<file path="src/rtl/led_chaser_pkg.sv">
// ---------------------------------------------------------------------------
// led_chaser_pkg
// Shared definitions for the LED chaser control stage:
//   cnt_w()        counter width helper, never narrower than one bit
//   MODE_OUT_IN    MODE level selecting the outside-in pattern
//   MODE_CTR_OUT   MODE level selecting the centre-out pattern
//   btn_idx_e      index of each button inside the packed button vectors
// ---------------------------------------------------------------------------
package led_chaser_pkg;

    localparam logic MODE_OUT_IN  = 1'b1;
    localparam logic MODE_CTR_OUT = 1'b0;

    localparam int NUM_BTN = 2;

    typedef enum int {
        BTN_IDX_SS   = 0,
        BTN_IDX_MODE = 1
    } btn_idx_e;

    // Width needed to count 0 .. n-1; a zero-width vector is never legal.
    function automatic int cnt_w(input int n);
        return ($clog2(n) > 1) ? $clog2(n) : 1;
    endfunction

endpackage

</file>
<file path="src/rtl/led_chaser_ctrl_if.sv">
// ---------------------------------------------------------------------------
// led_chaser_ctrl_if
// Groups the board-facing buttons and the chaser-facing controls.
//   BTN_SS, BTN_MODE          raw push buttons (active-high, bouncy)
//   SS, MODE, TICK, MODE_CHG  control levels and strobes for the chaser
// Modports:
//   master  the board / pattern side: drives buttons, consumes controls
//   slave   the control stage itself: consumes buttons, drives controls
// ---------------------------------------------------------------------------
interface led_chaser_ctrl_if;

    logic BTN_SS;
    logic BTN_MODE;
    logic SS;
    logic MODE;
    logic TICK;
    logic MODE_CHG;

    modport master (
        output BTN_SS,
        output BTN_MODE,
        input  SS,
        input  MODE,
        input  TICK,
        input  MODE_CHG
    );

    modport slave (
        input  BTN_SS,
        input  BTN_MODE,
        output SS,
        output MODE,
        output TICK,
        output MODE_CHG
    );

endinterface

</file>
<file path="src/rtl/led_chaser_ctrl_btn_debounce.sv">
// ---------------------------------------------------------------------------
// btn_debounce
// One push-button conditioning path: 2-flop synchroniser, debounce counter
// and rising-edge detector on the debounced level.
//   Clk      system clock (rising edge)
//   RST      synchronous reset, active-low
//   btn_raw  raw asynchronous button level
//   stable   debounced button level
//   press    one-cycle pulse, the cycle after stable rises
// ---------------------------------------------------------------------------
module btn_debounce
    import led_chaser_pkg::*;
#(
    parameter int DEB_CNT = 1_000_000
) (
    input  logic Clk,
    input  logic RST,
    input  logic btn_raw,
    output logic stable,
    output logic press
);

    localparam int             CW       = cnt_w(DEB_CNT);
    localparam logic [CW-1:0]  CNT_LAST = CW'(DEB_CNT - 1);

    logic          sync_meta_reg;
    logic          sync_reg;
    logic [CW-1:0] cnt_reg;
    logic [CW-1:0] cnt_next;
    logic          stable_reg;
    logic          stable_next;
    logic          stable_d_reg;

    // The counter only advances while the synchronised level disagrees with
    // the accepted level; any agreement restarts the qualification window.
    always_comb begin
        cnt_next    = '0;
        stable_next = stable_reg;
        if (sync_reg != stable_reg) begin
            if (cnt_reg == CNT_LAST) begin
                stable_next = sync_reg;
            end else begin
                cnt_next = cnt_reg + 1'b1;
            end
        end
    end

    always_ff @(posedge Clk) begin
        if (!RST) begin
            sync_meta_reg <= 1'b0;
            sync_reg      <= 1'b0;
            cnt_reg       <= '0;
            stable_reg    <= 1'b0;
            stable_d_reg  <= 1'b0;
        end else begin
            sync_meta_reg <= btn_raw;
            sync_reg      <= sync_meta_reg;
            cnt_reg       <= cnt_next;
            stable_reg    <= stable_next;
            stable_d_reg  <= stable_reg;
        end
    end

    assign stable = stable_reg;
    // Both operands are flops, so press is glitch-free and is high for the
    // single cycle following the edge on which stable rose.
    assign press  = stable_reg & ~stable_d_reg;

endmodule

</file>
<file path="src/rtl/led_chaser_ctrl.sv">
// ---------------------------------------------------------------------------
// led_chaser_ctrl
// Control stage ahead of the 8-LED chaser: debounces the two buttons,
// toggles run enable and pattern select on presses, and divides the clock
// down to the chaser step strobe.
//   Clk   system clock (rising edge)
//   RST   synchronous reset, active-low
//   bus   led_chaser_ctrl_if.slave
//         BTN_SS / BTN_MODE in; SS, MODE, TICK, MODE_CHG out
// ---------------------------------------------------------------------------
module led_chaser_ctrl
    import led_chaser_pkg::*;
#(
    parameter int DEB_CNT  = 1_000_000,
    parameter int TICK_DIV = 25_000_000
) (
    input  logic               Clk,
    input  logic               RST,
    led_chaser_ctrl_if.slave   bus
);

    localparam int            PW       = cnt_w(TICK_DIV);
    localparam logic [PW-1:0] PRE_LAST = PW'(TICK_DIV - 1);

    logic [NUM_BTN-1:0] btn_raw;
    logic [NUM_BTN-1:0] btn_press;
    // Debounced levels are not needed here; only the press edges matter.
    logic [NUM_BTN-1:0] btn_stable_unused;

    assign btn_raw[BTN_IDX_SS]   = bus.BTN_SS;
    assign btn_raw[BTN_IDX_MODE] = bus.BTN_MODE;

    generate
        for (genvar gi = 0; gi < NUM_BTN; gi++) begin : g_btn
            btn_debounce #(
                .DEB_CNT (DEB_CNT)
            ) u_debounce (
                .Clk     (Clk),
                .RST     (RST),
                .btn_raw (btn_raw[gi]),
                .stable  (btn_stable_unused[gi]),
                .press   (btn_press[gi])
            );
        end
    endgenerate

    logic          ss_press;
    logic          mode_press;
    logic          ss_reg,       ss_next;
    logic          mode_reg,     mode_next;
    logic          mode_chg_reg, mode_chg_next;
    logic          tick_reg,     tick_next;
    logic [PW-1:0] pre_reg,      pre_next;

    assign ss_press   = btn_press[BTN_IDX_SS];
    assign mode_press = btn_press[BTN_IDX_MODE];

    // The prescaler looks at the pre-toggle SS, so a stop press landing on a
    // wrap still lets that final step through. A mode change restarts the
    // period so the reloaded seed is shown for a full step.
    always_comb begin
        ss_next       = ss_reg ^ ss_press;
        mode_next     = mode_reg ^ mode_press;
        mode_chg_next = mode_press;
        pre_next      = pre_reg;
        tick_next     = 1'b0;
        if (mode_press) begin
            pre_next = '0;
        end else if (ss_reg) begin
            if (pre_reg == PRE_LAST) begin
                pre_next  = '0;
                tick_next = 1'b1;
            end else begin
                pre_next = pre_reg + 1'b1;
            end
        end
    end

    always_ff @(posedge Clk) begin
        if (!RST) begin
            ss_reg       <= 1'b0;
            mode_reg     <= MODE_CTR_OUT;
            mode_chg_reg <= 1'b0;
            tick_reg     <= 1'b0;
            pre_reg      <= '0;
        end else begin
            ss_reg       <= ss_next;
            mode_reg     <= mode_next;
            mode_chg_reg <= mode_chg_next;
            tick_reg     <= tick_next;
            pre_reg      <= pre_next;
        end
    end

    assign bus.SS       = ss_reg;
    assign bus.MODE     = mode_reg;
    assign bus.TICK     = tick_reg;
    assign bus.MODE_CHG = mode_chg_reg;

endmodule

</file>
<file path="src/flat_wrapper.sv">
// flat-port wrapper written by rule: the top's interface ports become plain ports
module led_chaser_ctrl_flat import led_chaser_pkg::*;
#(
    parameter int DEB_CNT  = 1_000_000,
    parameter int TICK_DIV = 25_000_000
)
  (Clk, RST, bus_BTN_SS, bus_BTN_MODE, bus_SS, bus_MODE, bus_TICK, bus_MODE_CHG);
  led_chaser_ctrl_if bus_i ();
  input  logic Clk;
  input  logic RST;
  input wire logic [$bits(bus_i.BTN_SS)-1:0] bus_BTN_SS;
  input wire logic [$bits(bus_i.BTN_MODE)-1:0] bus_BTN_MODE;
  output wire logic [$bits(bus_i.SS)-1:0] bus_SS;
  output wire logic [$bits(bus_i.MODE)-1:0] bus_MODE;
  output wire logic [$bits(bus_i.TICK)-1:0] bus_TICK;
  output wire logic [$bits(bus_i.MODE_CHG)-1:0] bus_MODE_CHG;
  assign bus_i.BTN_SS = bus_BTN_SS;
  assign bus_i.BTN_MODE = bus_BTN_MODE;
  assign bus_SS = bus_i.SS;
  assign bus_MODE = bus_i.MODE;
  assign bus_TICK = bus_i.TICK;
  assign bus_MODE_CHG = bus_i.MODE_CHG;
  led_chaser_ctrl #(.DEB_CNT(DEB_CNT), .TICK_DIV(TICK_DIV)) u_core (.Clk(Clk), .RST(RST), .bus(bus_i));
endmodule
</file>
<file path="config.mk">
export PLATFORM = sky130hd
export DESIGN_NAME = led_chaser_ctrl_flat
export DESIGN_NICKNAME = d
export VERILOG_FILES = /design/src/rtl/led_chaser_pkg.sv /design/src/rtl/led_chaser_ctrl_if.sv /design/src/rtl/led_chaser_ctrl_btn_debounce.sv /design/src/rtl/led_chaser_ctrl.sv /design/src/flat_wrapper.sv
export SDC_FILE = /design/constraint.sdc
export NUM_CORES = 1
export LEC_CHECK = 0
export CAP_MARGIN = 20
export CORE_MARGIN = 1
export CORE_UTILIZATION = 30
export CTS_CLUSTER_SIZE = 28
export DETAILED_ROUTE_END_ITERATION = 10
export PLACE_DENSITY_LB_ADDON = 0.12
export SYNTH_ARGS = -nofsm -noshare
export SYNTH_HDL_FRONTEND = slang
export SYNTH_SLANG_ARGS = --single-unit
</file>
<file path="constraint.sdc">
create_clock -name Clk -period 2.8 [get_ports Clk]
set_input_delay 0.42 -clock Clk [delete_from_list [all_inputs] [get_ports Clk]]
set_output_delay 0.42 -clock Clk [all_outputs]
set_load 0.02 [all_outputs]
</file>
After elaboration in Yosys (flattened, before gate mapping)
Cells that the tools add are included.
Widths: inputs -> output; s select.
{"block": "totals", "elab_cells": 41, "regBits": 77, "out_inout_bits": 4}
{"block": "op_classes", "muxes": 2, "n_eq_ne": 5, "bitwise_logic": 10, "addsub": 3, "reduce_logical": 6}
{"operator": "$add 20x1->20 const B", "count": 2}
{"operator": "$eq 20x20->1 const B", "count": 2}
{"operator": "$add 25x1->25 const B", "count": 1}
{"operator": "$eq 25x25->1 const B", "count": 1}
{"operator": "$mux 25", "count": 1}
{"operator": "$reduce_or 3->1", "count": 3}
{"operator": "$not 1->1", "count": 6}
{"operator": "$reduce_and 2->1", "count": 2}
{"operator": "$and 1x1->1", "count": 2}
{"operator": "$ne 1x1->1", "count": 2}
{"operator": "$reduce_or 2->1", "count": 1}
{"operator": "$xor 1x1->1", "count": 2}
{"operator": "$mux 1", "count": 1}

Logic depth before layout (Yosys ltp)
Gate-level depths: netlist of run 1.
{"block": "logic_depth", "word_depth": 3, "ltp_mapped": 6}

By module
Synthesis of run 1 repeated with hierarchy kept, for this count alone.
{"block": "unflattened", "cells_unflattened": 377, "area_unflattened_um2": 3459.6}
{"mod": "btn_debounce", "cells_each": 113, "instances": 2, "area_per_inst_um2": 1053.5}
{"mod": "led_chaser_ctrl", "cells_each": 151, "instances": 1, "area_per_inst_um2": 1352.5}

Least setup slack after synthesis of run 1
No wires, ideal clock.
{"block": "synth_path", "kind": "register to register", "from": "reg u_core.ss_reg (netlist: u_core.bus.SS)", "to": "reg u_core.pre_reg[19]", "arrival_time_ns": 1.882, "t_required_ns": 2.729, "synth_period_minus_slack_ns": 1.952, "path_slack_ns": 0.848, "stages_incl_launch_ff": 6, "path_buffers": 1, "cell_sequence": "dfxtp_1 > clkbuf_1 > nand4_1 > or3_1 > or4_1 > a21oi_1"}
{"item": "start: declaration", "line": "led_chaser_ctrl.sv:49", "source": "logic ss_reg, ss_next;"}
{"item": "start signal: assignment", "line": "led_chaser_ctrl.sv:87", "source": "ss_reg <= ss_next;"}
{"item": "end signal: assignment", "line": "led_chaser_ctrl.sv:91", "source": "pre_reg <= pre_next;"}
{"item": "end: declaration", "line": "led_chaser_ctrl.sv:53", "source": "logic [PW-1:0] pre_reg, pre_next;"}

Worst setup path in the final report of run 1
{"block": "layout_path", "from": "reg u_core.g_btn[0].u_debounce.cnt_reg[8]", "to": "reg u_core.g_btn[0].u_debounce.cnt_reg[8]"}
{"block": "layout_between", "elab_chain_len": 2}
{"item": "start: declaration", "line": "led_chaser_ctrl_btn_debounce.sv:28", "source": "logic [CW-1:0] cnt_reg;"}
{"item": "start signal: assignment", "line": "led_chaser_ctrl_btn_debounce.sv:58", "source": "cnt_reg <= cnt_next;"}
{"item": "branches (longest 2 deep; another with $add 20x1->20)"}
Several ways; the timed one is not identified.
A chain may end at the register's enable or synchronous reset.

==> summary.txt, run 1 <==
starting DRC count in detailed routing = 173
Mapped Avg Cell Area = 8.77 um^2
Pwr Density = 633 mW/mm^2
nets = 403
pre-CTS setup slack = 0.622 ns
WL met2 = 2850 um
DRC viols = 0
MaxCap Viol Count = 0
share of cells above drive strength 1 = 5.74%
crit path time final = 2.17 ns
CTS clock-pin slew for the worst setup and hold paths = 0.06 ns
Critical Path AT = 2.36 ns
drt wl/cell = 12.3 um
Vias per Instance = 4.89
Hold WS = 0.401 ns
DIE HEIGHT = 108 um
CTS tree = done
post-CTS setup buffer count = 0
path type of the worst setup path = reg -> reg
achievable frequency = 461 MHz
total core area = 0.0109 mm^2
Seq cells post-synth = 77
gr ovfl total = 0
first-pass GRT wire length = 11,600 um
top sig layer = met4
Mapped Area = 0.00339 mm^2
I/O Buffers = 7
worst hold path class = reg -> reg
Mapped Nets = 393
PnR worst setup slack = 0.630 ns
fin crit share = 77.5%
clk buf depth = 2
final setup TNS = 0 ns
Worst slew margin = 59.9%
via count = 2,646
Lkg Pwr = 1.22 nW
Synth cell types = 36
critical path required time = 2.99 ns
met3 wire len = 176 um
clk_lat worst skew = 0.33 ns
post-route ant nets = 0
First-pass DRT Iterations = 7
crit path capture type = flip-flop
Worst Skew = 0.00534 ns
Final Slew Violations = 0
GRT Total Usage = 12.6%
number of antenna diodes = 0
Top-Level Pins = 8
post_cts resized = 0
Peak supply drop = 0.435 mV
die width = 108 um
largest net degree at the start of global routing = 20
Ys Warns = 0
die area = 0.0117 mm^2
Cells after Synth = 386
CTS Buf Count = 9
Final setup viols = 0
final WL = 6680 um
vias in the first global route = 2,487
hold buffers post-CTS = 0
M1 WL = 3540 um
Slew @ Worst Pin = 0.598 ns
Final Hold Fails = 0
Root Buffer = clkbuf_16
Initial Utilization = 31.0%
initial antenna violation count = 0
post-synthesis sequential area ratio = 45.5%
max FFs per register = 40
CTS Sinks = 77
htree depth = 3
gpl congestion = 0.726
CP startpoint kind = flip-flop
CP max FO = 19
RSZ-0062 raised after global routing = false
Area Overhead vs Synth = 17.1%
# rows = 38
Tot Pwr = 2.51 mW
dpl hpwl = 4500 um
status = finished, final reports clean
final timing paths:
path | endpoint | start | cells after the start | slack, ns
hold reg to reg | u_core.bus.MODE_CHG$_SDFF_PN0_ | u_core.g_btn[1].u_debounce.stable_d_reg$_SDFF_PN0_ | 1 | 0.40
setup reg to reg | u_core.g_btn[0].u_debounce.cnt_reg[8]$_SDFF_PP0_ | u_core.g_btn[0].u_debounce.cnt_reg[8]$_SDFF_PP0_ | 4 | 0.63
setup / recovery | u_core.g_btn[0].u_debounce.cnt_reg[8]$_SDFF_PP0_ | u_core.g_btn[0].u_debounce.cnt_reg[8]$_SDFF_PP0_ | 4 | 0.63
hold / removal | u_core.bus.MODE_CHG$_SDFF_PN0_ | u_core.g_btn[1].u_debounce.stable_d_reg$_SDFF_PN0_ | 1 | 0.40
cells by family after synthesis:
logic type / after synthesis / synth area share (%)
AND/OR/NAND/NOR: 189 / 30.1
XOR/XNOR: 45 / 11.6
adder cells (fa/ha/maj): 3 / 1.11
buffers and inverters: 26 / 3.14
flip-flops: 77 / 45.5
AO/OA/AOI/OAI: 45 / 8.16
multiplexers: 1 / 0.296
metrics by stage:
stage	cell area (um^2)	utilization (%)	std cells
floorplan	3390	-	386
global placement	3600	33.0	525
detailed placement	3600	33.0	525
CTS	3970	36.3	541
global route	3970	36.3	541
finish	3970	36.3	541
routing by layer:
layer  up-vias  global-route usage [%]
met5         -                       0
met3        10                    3.98
met4         0                    4.92
li1       1383                       -
met2        22                    19.5
met1      1231                    16.3
Yosys cell counts (all sizes together):
| master | n | area share, % |
|---|---|---|
| a21oi | 20 | 3.0 |
| and2 | 8 | 1.5 |
| and3 | 6 | 1.1 |
| and4 | 5 | 1.3 |
| and4b | 1 | 0.30 |
| buf | 2 | 0.48 |
| clkbuf | 9 | 1.0 |
| dfxtp | 77 | 46 |
| ha | 3 | 1.1 |
| inv | 15 | 1.7 |
| mux2i | 1 | 0.30 |
| nand2 | 23 | 2.5 |
| nand2b | 1 | 0.18 |
| nand3 | 20 | 3.0 |
| nand3b | 1 | 0.22 |
| nand4 | 15 | 3.0 |
| nor2 | 49 | 5.4 |
| nor2b | 4 | 0.74 |
| nor3 | 10 | 1.5 |
| nor4 | 13 | 2.4 |
| nor4b | 2 | 0.52 |
| o211ai | 2 | 0.85 |
| o21a | 2 | 0.44 |
| o21ai | 10 | 1.5 |
| o21bai | 1 | 0.22 |
| o31ai | 10 | 2.2 |
| or2 | 2 | 0.37 |
| or3 | 14 | 2.6 |
| or4 | 13 | 3.0 |
| or4b | 2 | 0.59 |
| xnor2 | 29 | 7.5 |
| xor2 | 16 | 4.1 |
report_power, final:
part / total, mW / internal (mW) / switching, mW
Combinational: 0.0274 / 0.00966 / 0.0177
Clock: 1.38 / 0.944 / 0.436
Sequential: 1.10 / 1.10 / 0.00155
Total: 2.51 / 2.05 / 0.456
placed cells by master (no fill, tap or decap), drive strengths merged, types with 8 or more instances in the layout:
| cell | count |
|---|---|
| a21oi | 20 |
| and2 | 8 |
| clkbuf | 13 |
| dfxtp | 77 |
| inv | 15 |
| nand2 | 23 |
| nand3 | 20 |
| nand4 | 15 |
| nor2 | 49 |
| nor3 | 10 |
| nor4 | 13 |
| o21ai | 10 |
| o31ai | 10 |
| or3 | 14 |
| or4 | 13 |
| xnor2 | 29 |
| xor2 | 16 |
critical path, stage by stage (launching register included):
cell and delay [ns]:
dfxtp_1 0.35, or4_1 0.53, or4_4 0.53, o211ai_4 0.52
nor2_1 0.10
layout make-up:
type	instances	area, um^2
Multi-Input combinational cell	283	1740
Inverter	15	56.3
Tap cell	140	175
Sequential cell	77	1540
Timing Repair Buffer	10	92.6
Clock inverter	3	90.1
Fill cell	1133	6970
Clock buffer	13	270
Note: power is estimated with default switching activity, not from simulation.
==> run 2: changes to the inputs <==
==> constraint.sdc (replaced) <==
create_clock -name Clk -period 1.9 [get_ports Clk]
set_input_delay 0.285 -clock Clk [delete_from_list [all_inputs] [get_ports Clk]]
set_output_delay 0.285 -clock Clk [all_outputs]
set_load 0.02 [all_outputs]
==> summary.txt, run 2 (synthesized netlist as in run 1, its figures left out) <==
status = finished, final reports clean
MaxCap Viol Count = 0
Vias per Instance = 4.78
Crit path buffers/inverters = 1
Hold WS = 0.404 ns
gr ovfl total = 0
first-pass GRT wire length = 12,100 um
achievable frequency = 527 MHz
Peak supply drop = 0.432 mV
Slew @ Worst Pin = 0.425 ns
Flop pwr share = 47.7%
Final setup viols = 0
Worst Skew = 0.00482 ns
clk_lat worst skew = 0.33 ns
crit path capture type = flip-flop
RSZ-0062 raised after global routing = true
worst hold endpoint = u_core.bus.MODE_CHG$_SDFF_PN0_
via count = 2,776
vias in the first global route = 2,637
HP Start = u_core.g_btn[1].u_debounce.stable_d_reg$_SDFF_PN0_
Lkg Pwr = 1.41 nW
r2r endpoint = u_core.g_btn[0].u_debounce.cnt_reg[15]$_SDFF_PP0_
max FFs per register = 40
CP peak stage delay = 0.53 ns
CP max FO = 19
final cell count without fillers = 581
largest net degree at the start of global routing = 20
htree depth = 3
share of cells above drive strength 1 = 15.0%
initial antenna violation count = 0
crit path cell chain = or4_1 -> or4_4 -> o211ai_4 -> buf_12 -> nor2_1
CTS clock-pin slew for the worst setup and hold paths = 0.05 ns
Area Overhead vs Synth = 25.3%
post-route design area = 0.00424 mm^2
CTS tree = done
path type of the worst setup path = reg -> reg
DIE HEIGHT = 108 um
die area = 0.0117 mm^2
clock share of power = 51.0%
post-route ant nets = 0
dpl hpwl = 5120 um
final WL = 6990 um
total core area = 0.0109 mm^2
CP max stage cell = or4_4
Pwr Density = 802 mW/mm^2
commonest non-fill, non-tap cell in the layout = dfxtp_1
Filler cells = 1,129
CP startpoint kind = flip-flop
clk buf depth = 2
fin crit share = 99.9%
Power Internal = 2.75 mW
drt wl/cell = 12.0 um
Critical Path AT = 2.12 ns
crit path time final = 1.90 ns
worst hold path class = reg -> reg
Reg2Reg Depth = 5
DP Area = 0.00393 mm^2
Top delay family on crit path = simple AND/OR/NAND/NOR gates
die width = 108 um
nets = 445
# rows = 38
most frequent cells in the layout = dfxtp_1, nor2_1, buf_4, xnor2_1, nand2_1
switching power = 0.653 mW
placed insts = 567
Initial Utilization = 31.0%
Final Hold Fails = 0
Tot Pwr = 3.40 mW
CTS Buf Count = 9
number of antenna diodes = 0
starting DRC count in detailed routing = 113
First-pass DRT Iterations = 4
Layout Utilization = 38.8%
Top-Level Pins = 8
hold buffers post-CTS = 0
Comb power frac = 1.3%
critical path required time = 2.12 ns
sw frac = 19.2%
setup slack, reg-to-reg = 0.002 ns
Worst slew margin = 71.4%
Final Slew Violations = 0
gpl congestion = 0.762
CTS Sinks = 77
GRT Total Usage = 13.4%
DRC viols = 0
worst reg2reg startpoint = u_core.g_btn[0].u_debounce.cnt_reg[15]$_SDFF_PP0_
Root Buffer = clkbuf_16
Min-Delay Path Depth = 1
I/O Buffers = 7
-- run 2: cell count changes in the layout (fill, tap and decap cells not counted), sizes merged --
cell	previous run	this run
buf	3	45
bufinv	3	1
-- run 2: through the flow --
stage / TNS [ns] / worst slack [ns]
after global placement: 0 / 0.0443
after CTS: -0.107 / -0.0151
after floorplan: -0.143 / -0.0181
after global routing: -1.16 / -0.0725
after detailed placement: -0.0229 / -0.00677
final: 0 / 0.00163
-- run 2: power groups by stage --
stage	clock (mW)	combinational, mW	sequential, mW
6_report	1.73	0.0452	1.62
2_1_floorplan	0	0.0229	1.66
5_1_grt	1.85	0.0511	1.62
3_5_place_dp	0	0.0466	1.66
3_3_place_gp	0	0.0465	1.66
4_1_cts	1.79	0.0468	1.62
-- run 2: final cells by class --
| cell class | instances | area (um^2) | share of cell area (%) |
|---|---|---|---|
| Clock buffer | 13 | 270 | 6.37 |
| Clock inverter | 1 | 30.0 | 0.708 |
| Inverter | 15 | 56.3 | 1.33 |
| Multi-Input combinational cell | 283 | 1750 | 41.2 |
| Sequential cell | 77 | 1540 | 36.4 |
| Tap cell | 140 | 175 | 4.13 |
| Timing Repair Buffer | 52 | 420 | 9.91 |
-- run 2: worst max path at each step --
stage | start | to | cells past startpoint
final | u_core.g_btn[0].u_debounce.cnt_reg[15]$_SDFF_PP0_ | u_core.g_btn[0].u_debounce.cnt_reg[15]$_SDFF_PP0_ | 5
after global routing | u_core.g_btn[0].u_debounce.cnt_reg[15]$_SDFF_PP0_ | u_core.g_btn[0].u_debounce.cnt_reg[15]$_SDFF_PP0_ | 5
after CTS | u_core.g_btn[0].u_debounce.cnt_reg[15]$_SDFF_PP0_ | u_core.g_btn[0].u_debounce.cnt_reg[15]$_SDFF_PP0_ | 5
after detailed placement | u_core.g_btn[0].u_debounce.cnt_reg[15]$_SDFF_PP0_ | u_core.g_btn[0].u_debounce.cnt_reg[17]$_SDFF_PP0_ | 5
after global placement | u_core.g_btn[0].u_debounce.cnt_reg[15]$_SDFF_PP0_ | u_core.g_btn[0].u_debounce.cnt_reg[8]$_SDFF_PP0_ | 5
after floorplan | u_core.g_btn[0].u_debounce.cnt_reg[15]$_SDFF_PP0_ | u_core.g_btn[0].u_debounce.cnt_reg[8]$_SDFF_PP0_ | 5
-- run 2: what timing repair did --
| item | 4_1_cts | 5_1_grt |
|---|---|---|
| gates cloned | 0 | 0 |
| setup buffers | 0 | 0 |
| endpoints found under the setup margin | 18 | 21 |
| gates resized for setup | 0 | 2 |
| pin swaps | 0 | 0 |
| endpoints found under the hold margin | 0 | 0 |
-- run 2: layer usage --
metal / up-vias / GRT usage (%) / part of all wire (%)
met5: - / 0 / 0
met4: 0 / 6.37 / 1.8
met3: 12 / 3.80 / 2.8
met2: 28 / 20.9 / 44
met1: 1265 / 17.0 / 51
li1: 1471 / - / -
